File: src/rtl/pipe_pkg.sv
// Shared pipeline types and constants for the instruction-fetch stage.
package pipe_pkg;

  localparam int unsigned XLEN = 32;

  typedef enum logic [1:0] {
    IDLE     = 2'd0,
    FETCH    = 2'd1,
    WAIT_OUT = 2'd2,
    FLUSH    = 2'd3
  } fetch_state_t;

  localparam logic [XLEN-1:0] INSTR_BUBBLE     = 32'h0000_0000;
  localparam logic [XLEN-1:0] DEFAULT_RESET_PC = 32'h0000_0000;

  // Sequential PC step; wraps naturally at 2^32.
  function automatic logic [XLEN-1:0] pc_inc(input logic [XLEN-1:0] pc);
    return pc + XLEN'(4);
  endfunction

endpackage

File: src/rtl/if_fetch_unit.sv
// Instruction-fetch stage: owns the PC, drives a req/ack imem port, feeds IF/ID.
// Optional FETCH_PERF_CNT_EN adds instruction-delivered and redirect counters.
module if_fetch_unit
  import pipe_pkg::*;
#(
  parameter logic [31:0] RESET_PC = DEFAULT_RESET_PC
) (
  input  logic        clk,
  input  logic        rst_n,
  output logic        imem_req,
  output logic [31:0] imem_addr,
  input  logic        imem_ack,
  input  logic [31:0] imem_rdata,
  input  logic        stall,
  input  logic        redirect,
  input  logic [31:0] redirect_pc,
  output logic        if_valid,
  output logic [31:0] if_instr,
  output logic [31:0] if_pc,
  output logic [31:0] if_pcplus4
`ifdef FETCH_PERF_CNT_EN
  ,
  output logic [31:0] perf_fetch_cnt,
  output logic [31:0] perf_flush_cnt
`endif
);

  fetch_state_t state_q, state_d;
  logic [31:0]  pc_q, pc_d;
  logic [31:0]  addr_q, addr_d;
  logic [31:0]  hold_q, hold_d;
  logic         req_q;
  logic         valid_q, valid_d;
  logic [31:0]  instr_q, instr_d;
  logic [31:0]  opc_q, opc_d;
  logic [31:0]  opc4_q, opc4_d;
  logic         load;
  logic [31:0]  load_instr;

  // Next-state, PC/address and output-slot logic; redirect dominates everything.
  always_comb begin
    state_d    = state_q;
    pc_d       = pc_q;
    addr_d     = addr_q;
    hold_d     = hold_q;
    valid_d    = valid_q;
    instr_d    = instr_q;
    opc_d      = opc_q;
    opc4_d     = opc4_q;
    load       = 1'b0;
    load_instr = INSTR_BUBBLE;

    case (state_q)
      IDLE: begin
        state_d = FETCH;
        if (redirect) begin
          pc_d   = redirect_pc;
          addr_d = redirect_pc;
        end else begin
          addr_d = pc_q;
        end
      end
      FETCH: begin
        if (redirect) begin
          pc_d = redirect_pc;
          // An unacked request cannot be withdrawn; drain it in FLUSH.
          if (imem_ack) addr_d = redirect_pc;
          else          state_d = FLUSH;
        end else if (imem_ack) begin
          pc_d = pc_inc(pc_q);
          if (!valid_q || !stall) begin
            load       = 1'b1;
            load_instr = imem_rdata;
            addr_d     = pc_inc(pc_q);
          end else begin
            hold_d  = imem_rdata;
            state_d = WAIT_OUT;
          end
        end
      end
      WAIT_OUT: begin
        if (redirect) begin
          pc_d    = redirect_pc;
          addr_d  = redirect_pc;
          state_d = FETCH;
        end else if (!stall) begin
          // imem_addr still names the held word; pc already points past it.
          load       = 1'b1;
          load_instr = hold_q;
          addr_d     = pc_q;
          state_d    = FETCH;
        end
      end
      FLUSH: begin
        if (redirect) pc_d = redirect_pc;
        if (imem_ack) begin
          addr_d  = redirect ? redirect_pc : pc_q;
          state_d = FETCH;
        end
      end
      default: state_d = IDLE;
    endcase

    if (redirect) begin
      valid_d = 1'b0;
      instr_d = INSTR_BUBBLE;
      opc_d   = 32'h0;
      opc4_d  = 32'h0;
      hold_d  = INSTR_BUBBLE;
    end else if (load) begin
      valid_d = 1'b1;
      instr_d = load_instr;
      opc_d   = addr_q;
      opc4_d  = pc_inc(addr_q);
    end else if (valid_q && !stall) begin
      valid_d = 1'b0;
      instr_d = INSTR_BUBBLE;
    end
  end

  always_ff @(posedge clk or negedge rst_n) begin
    if (!rst_n) begin
      state_q <= IDLE;
      pc_q    <= RESET_PC;
      addr_q  <= RESET_PC;
      hold_q  <= INSTR_BUBBLE;
      req_q   <= 1'b0;
      valid_q <= 1'b0;
      instr_q <= INSTR_BUBBLE;
      opc_q   <= 32'h0;
      opc4_q  <= 32'h0;
    end else begin
      state_q <= state_d;
      pc_q    <= pc_d;
      addr_q  <= addr_d;
      hold_q  <= hold_d;
      req_q   <= (state_d == FETCH) || (state_d == FLUSH);
      valid_q <= valid_d;
      instr_q <= instr_d;
      opc_q   <= opc_d;
      opc4_q  <= opc4_d;
    end
  end

  assign imem_req   = req_q;
  assign imem_addr  = addr_q;
  assign if_valid   = valid_q;
  assign if_instr   = instr_q;
  assign if_pc      = opc_q;
  assign if_pcplus4 = opc4_q;

`ifdef FETCH_PERF_CNT_EN
  logic [31:0] fetch_cnt_q;
  logic [31:0] flush_cnt_q;

  always_ff @(posedge clk or negedge rst_n) begin
    if (!rst_n) begin
      fetch_cnt_q <= 32'h0;
      flush_cnt_q <= 32'h0;
    end else begin
      if (valid_q && !stall) fetch_cnt_q <= fetch_cnt_q + 32'd1;
      if (redirect)          flush_cnt_q <= flush_cnt_q + 32'd1;
    end
  end

  assign perf_fetch_cnt = fetch_cnt_q;
  assign perf_flush_cnt = flush_cnt_q;
`endif

endmodule

File: config.mk
export PLATFORM = sky130hd
export DESIGN_NAME = if_fetch_unit
export DESIGN_NICKNAME = d
export VERILOG_FILES = /design/src/rtl/pipe_pkg.sv /design/src/rtl/if_fetch_unit.sv
export SDC_FILE = /design/constraint.sdc
export NUM_CORES = 1
export LEC_CHECK = 0
export ABC_AREA = 0
export CORE_UTILIZATION = 52
export DETAILED_ROUTE_END_ITERATION = 8
export PLACE_DENSITY = 0.84
export SKIP_CTS_REPAIR_TIMING = 1
export SYNTH_ARGS = -nofsm -noshare
export SYNTH_HDL_FRONTEND = slang
export SYNTH_SLANG_ARGS = --single-unit
File: constraint.sdc
create_clock -name clk -period 2.8 [get_ports clk]
set_input_delay 0.56 -clock clk [delete_from_list [all_inputs] [get_ports clk]]
set_output_delay 0.56 -clock clk [all_outputs]
set_load 0.005 [all_outputs]
==> results of run 1 <==
-- cells in the mapped netlist (3+ instances only) --
cell type,count
buf_4,3
a21oi_1,51
or4_1,5
a211oi_1,28
nor4_1,15
nand2b_1,7
a221o_1,5
ha_1,7
o31ai_1,7
nand2_1,169
buf_2,18
clkbuf_1,51
nor2_1,61
and3_1,9
and4_1,11
nor3_1,28
and2_1,4
mux2_2,11
a221oi_1,4
o21ai_1,8
xor2_1,23
o31a_1,4
nand4_1,17
nand3_1,27
nor2b_1,4
a22oi_1,36
xnor2_1,39
inv_1,14
o22ai_1,3
dfrtp_1,193
a22o_1,32
buf_1,9
mux2i_1,6
o21ai_0,62
nor4_2,3
-- metrics by stage --
step           hold slack, ps  util (%)  setup WS, ps  instance area, µm²  std cells
2_1_floorplan             264         -           620                9550       1006
3_3_place_gp              464      65.9           379               11800       1383
3_5_place_dp              471      65.9           297               11800       1383
4_1_cts                   156      69.4           313               12500       1415
5_1_grt                   177      69.4           147               12500       1415
6_report                  142      69.4           290               12500       1415
-- worst max-delay path, delay by kind of cell (launching register included) --
kind,cells,cell delay [ps]
DFF,1,430
adders and majority gates,1,190
buffers and inverters,4,850
AOI/OAI and AO/OA,3,700
and+or+nand+nor,2,200
-- metal layers --
layer | global-route usage [%] | up-vias | part of all wire, %
met1 | 40.2 | 4200 | 43
met4 | 8.00 | 0 | 1.7
met5 | 0 | - | 0
met3 | 5.63 | 47 | 7.1
met2 | 45.9 | 355 | 48
li1 | - | 3913 | -
-- cell usage in the layout, fill, tap and decap left out, types with 4 or more instances in the layout --
master,count
and3_1,9
buf_12,7
and2_1,4
xnor2_1,39
nor2_1,59
o21ai_1,7
inv_1,14
nand3_1,27
nand2b_1,7
nand2_1,169
o31ai_1,7
clkbuf_16,17
dfrtp_1,193
or4_1,5
clkinvlp_4,4
buf_4,25
nor3_1,28
clkdlybuf4s50_1,196
nand4_1,17
a211oi_1,28
a221o_1,5
o21ai_0,62
nor4_1,15
mux2_2,11
mux2i_1,6
a21oi_1,50
a22oi_1,36
o31a_1,4
xor2_1,23
ha_1,7
and4_1,11
a22o_1,32
-- cell families after synthesis --
family / count (synthesis) / synth area share, %
DFF: 193 / 50.6
buffers and inverters: 96 / 4.13
adders and majority gates: 7 / 0.918
xor gates and xnor gates: 62 / 5.69
muxes: 17 / 1.93
AOI/OAI and AO/OA: 261 / 18.2
and+or+nand+nor: 370 / 18.5
-- how the worst max path moves through the flow --
stage,from,endpoint,cells past startpoint
after floorplan,pc_q[2],imem_addr[24],6
after CTS,state_q[1],if_pcplus4[19],10
after global placement,stall,imem_addr[31],6
after global routing,state_q[1],if_pcplus4[4],10
after detailed placement,stall,if_pcplus4[5],7
final,state_q[1],if_pcplus4[19],10
-- sequential cells by signal, summed over array words and instances, names as in the netlist --
signal	flops
hold_q	32
if_instr	32
if_pc	32
imem_addr	32
pc_q	32
if_pcplus4	30
state_q	2
if_valid	1
-- area by class of cell --
cell class | instances | area [µm²]
Clock buffer | 18 | 439
Multi-Input combinational cell | 717 | 4360
Timing Repair Buffer | 229 | 2300
Inverter | 15 | 56.3
Tap cell | 229 | 287
Sequential cell | 193 | 4830
Fill cell | 1340 | 5490
Clock inverter | 14 | 196
-- power breakdown --
group | internal (mW) | total, mW | switching, mW
sequential | 3.51 | 4.41 | 0.893
combinational | 2.31 | 4.55 | 2.25
clock | 1.46 | 2.62 | 1.16
total | 7.28 | 11.6 | 4.30
==> key figures, run 1 <==
Timing
  – Post-layout minimum cycle time: approximately 2500 ps
  – Worst Clk Skew: around 7.5 ps
  – Hold Violations, Final: 0
  – Final setup vio count: 0
  – Sum of negative setup slack: 0 ps
  – Tcrit/Tclk final: roughly nine tenths
  – Top achievable clock speed: about 400 MHz
  – Headroom to the max-slew limit: between 50 and 60%
  – Number of slew-limit violations in the final report: 0
  – Setup repair after global routing missed its margin: no
  – Transition at the pin with the smallest max-transition slack: between 600 and 700 ps

Clock tree
  – Max clock buf depth: 2
  – Clock slew at the register clock pins of the worst setup and hold paths: approximately 70 ps
  – Insertion delay to the later sink of the worst-skew pair: 440 ps
  – Number of sinks handled by clock tree synthesis: between 150 and 200
  – Clock tree from TritonCTS: done
  – Root Driver: clkbuf_16
  – H-tree level count: 4
  – Number of buffers created by CTS: 17

Routing
  – Vias post-DR: 8,515
  – DRT antenna net count: 0
  – Length of the first detailed-routing pass in iterations: 8
  – Avg WL per Cell: about 19 µm
  – Vias/cell: approximately 6
  – 1st-iter DRT viols: between 700 and 800
  – Number of DRC violations after detailed routing: 0
  – DRT Wirelength: around 26,000 µm

Global routing
  – Total Routing Usage GR: 28.8%
  – Largest net degree at the start of global routing: 98
  – Antenna violations before repair: 0
  – Total overflow reported by the global router: 0
  – Vias in the first global route: 8,019
  – First-pass GRT wire length: about 42,000 µm

Worst setup path
  – Crit path max-delay cell type: dfrtp_1
  – Crit path required time: ~3100 ps
  – Crit-path most repeated cell: buf_12
  – R2R cell count: 10
  – Maximum single-stage delay on the critical path: between 400 and 500 ps
  – Register-to-register setup slack: about 290 ps
  – Worst setup path category: register to register
  – Critical path arrival: about 2900 ps
  – Peak fanout along the critical path: 54
  – Capturing element type of the critical path: register
  – FF-to-FF Start: state_q[1]
  – Worst r2r dst: if_pcplus4[19]
  – Type of origin of the critical path: register
  – Cell Chain, Critical Path: inv_1 > ha_1 > buf_4 > nand2_2 > a21oi_2 > o21a_2 > buf_12 > buf_12 > nor2_1 > a211oi_1

Hold path
  – Hold crit path type: input port to async pin

Cells and area
  – Net count reported at finish: between 1,000 and 1,500
  – Final antenna diode count: 0
  – Ratio of cells with drive above 1 in the final layout: under 10%
  – Layout overhead on the synthesized area: 30.7%

Pwr
  – Cell Pwr Density: 928 nW/µm²
  – Final Power: about 12 mW
  – Maximum resistive drop on vdd: 0.544 mV
  – LEAKAGE: approximately 5 nW

Job
  – Max-capacitance violation count: 0

Floorplanning
  – I/O Pins: approximately 200
  – Die Height: 137 µm
  – Area enclosed by the die boundary: around 19,000 µm²
  – Die width: 137 µm
  – Initial Util: between 50% and 60%
  – Cell Rows: 49
  – Placeable core region: 18,000 µm²

Logic synthesis
  – Number of enable flip-flop cells after synthesis: 0
  – Synthesized cell area: ~9500 µm²
  – Count of cell types in the netlist: 60
  – Area share of the largest cell type after synthesis: between 50% and 60%
  – Synthesis Warnings: 0
  – Sequential area share after synthesis: approximately half
  – Synthesized Nets: about 1,100
  – Area leader, netlist: dfrtp_1
  – Synth Instances: 1,006
  – Share of synthesized registers carrying an async set or reset: 100%
  – Biggest area contributors in the synthesized netlist: dfrtp_1, nand2_1, xnor2_1
  – Post-synthesis average cell area: 9.49 µm²
  – Commonest register cell after synthesis: dfrtp_1
  – Count of state elements after synthesis: between 150 and 200

Placement
  – GPL Wtd Cong: 0.907
  – Detailed-placement wirelength estimate: between 15,000 and 20,000 µm
  – PortBufs: 198

Status
  – Outcome: completed
(Power assumes the default switching activity.)
==> run 2, diff against run 1 <==
--- a/constraint.sdc
+++ b/constraint.sdc
@@ -3,2 +3,2 @@
 set_output_delay 0.56 -clock clk [all_outputs]
-set_load 0.005 [all_outputs]
+set_load 0.01 [all_outputs]
==> results of run 2 <==
Same layout as run 1 (identical final DEF). Status: completed.
Among the figures that moved: total power 11.6 mW -> 11.8 mW; worst IR drop on VDD 0.544 mV -> 0.574 mV
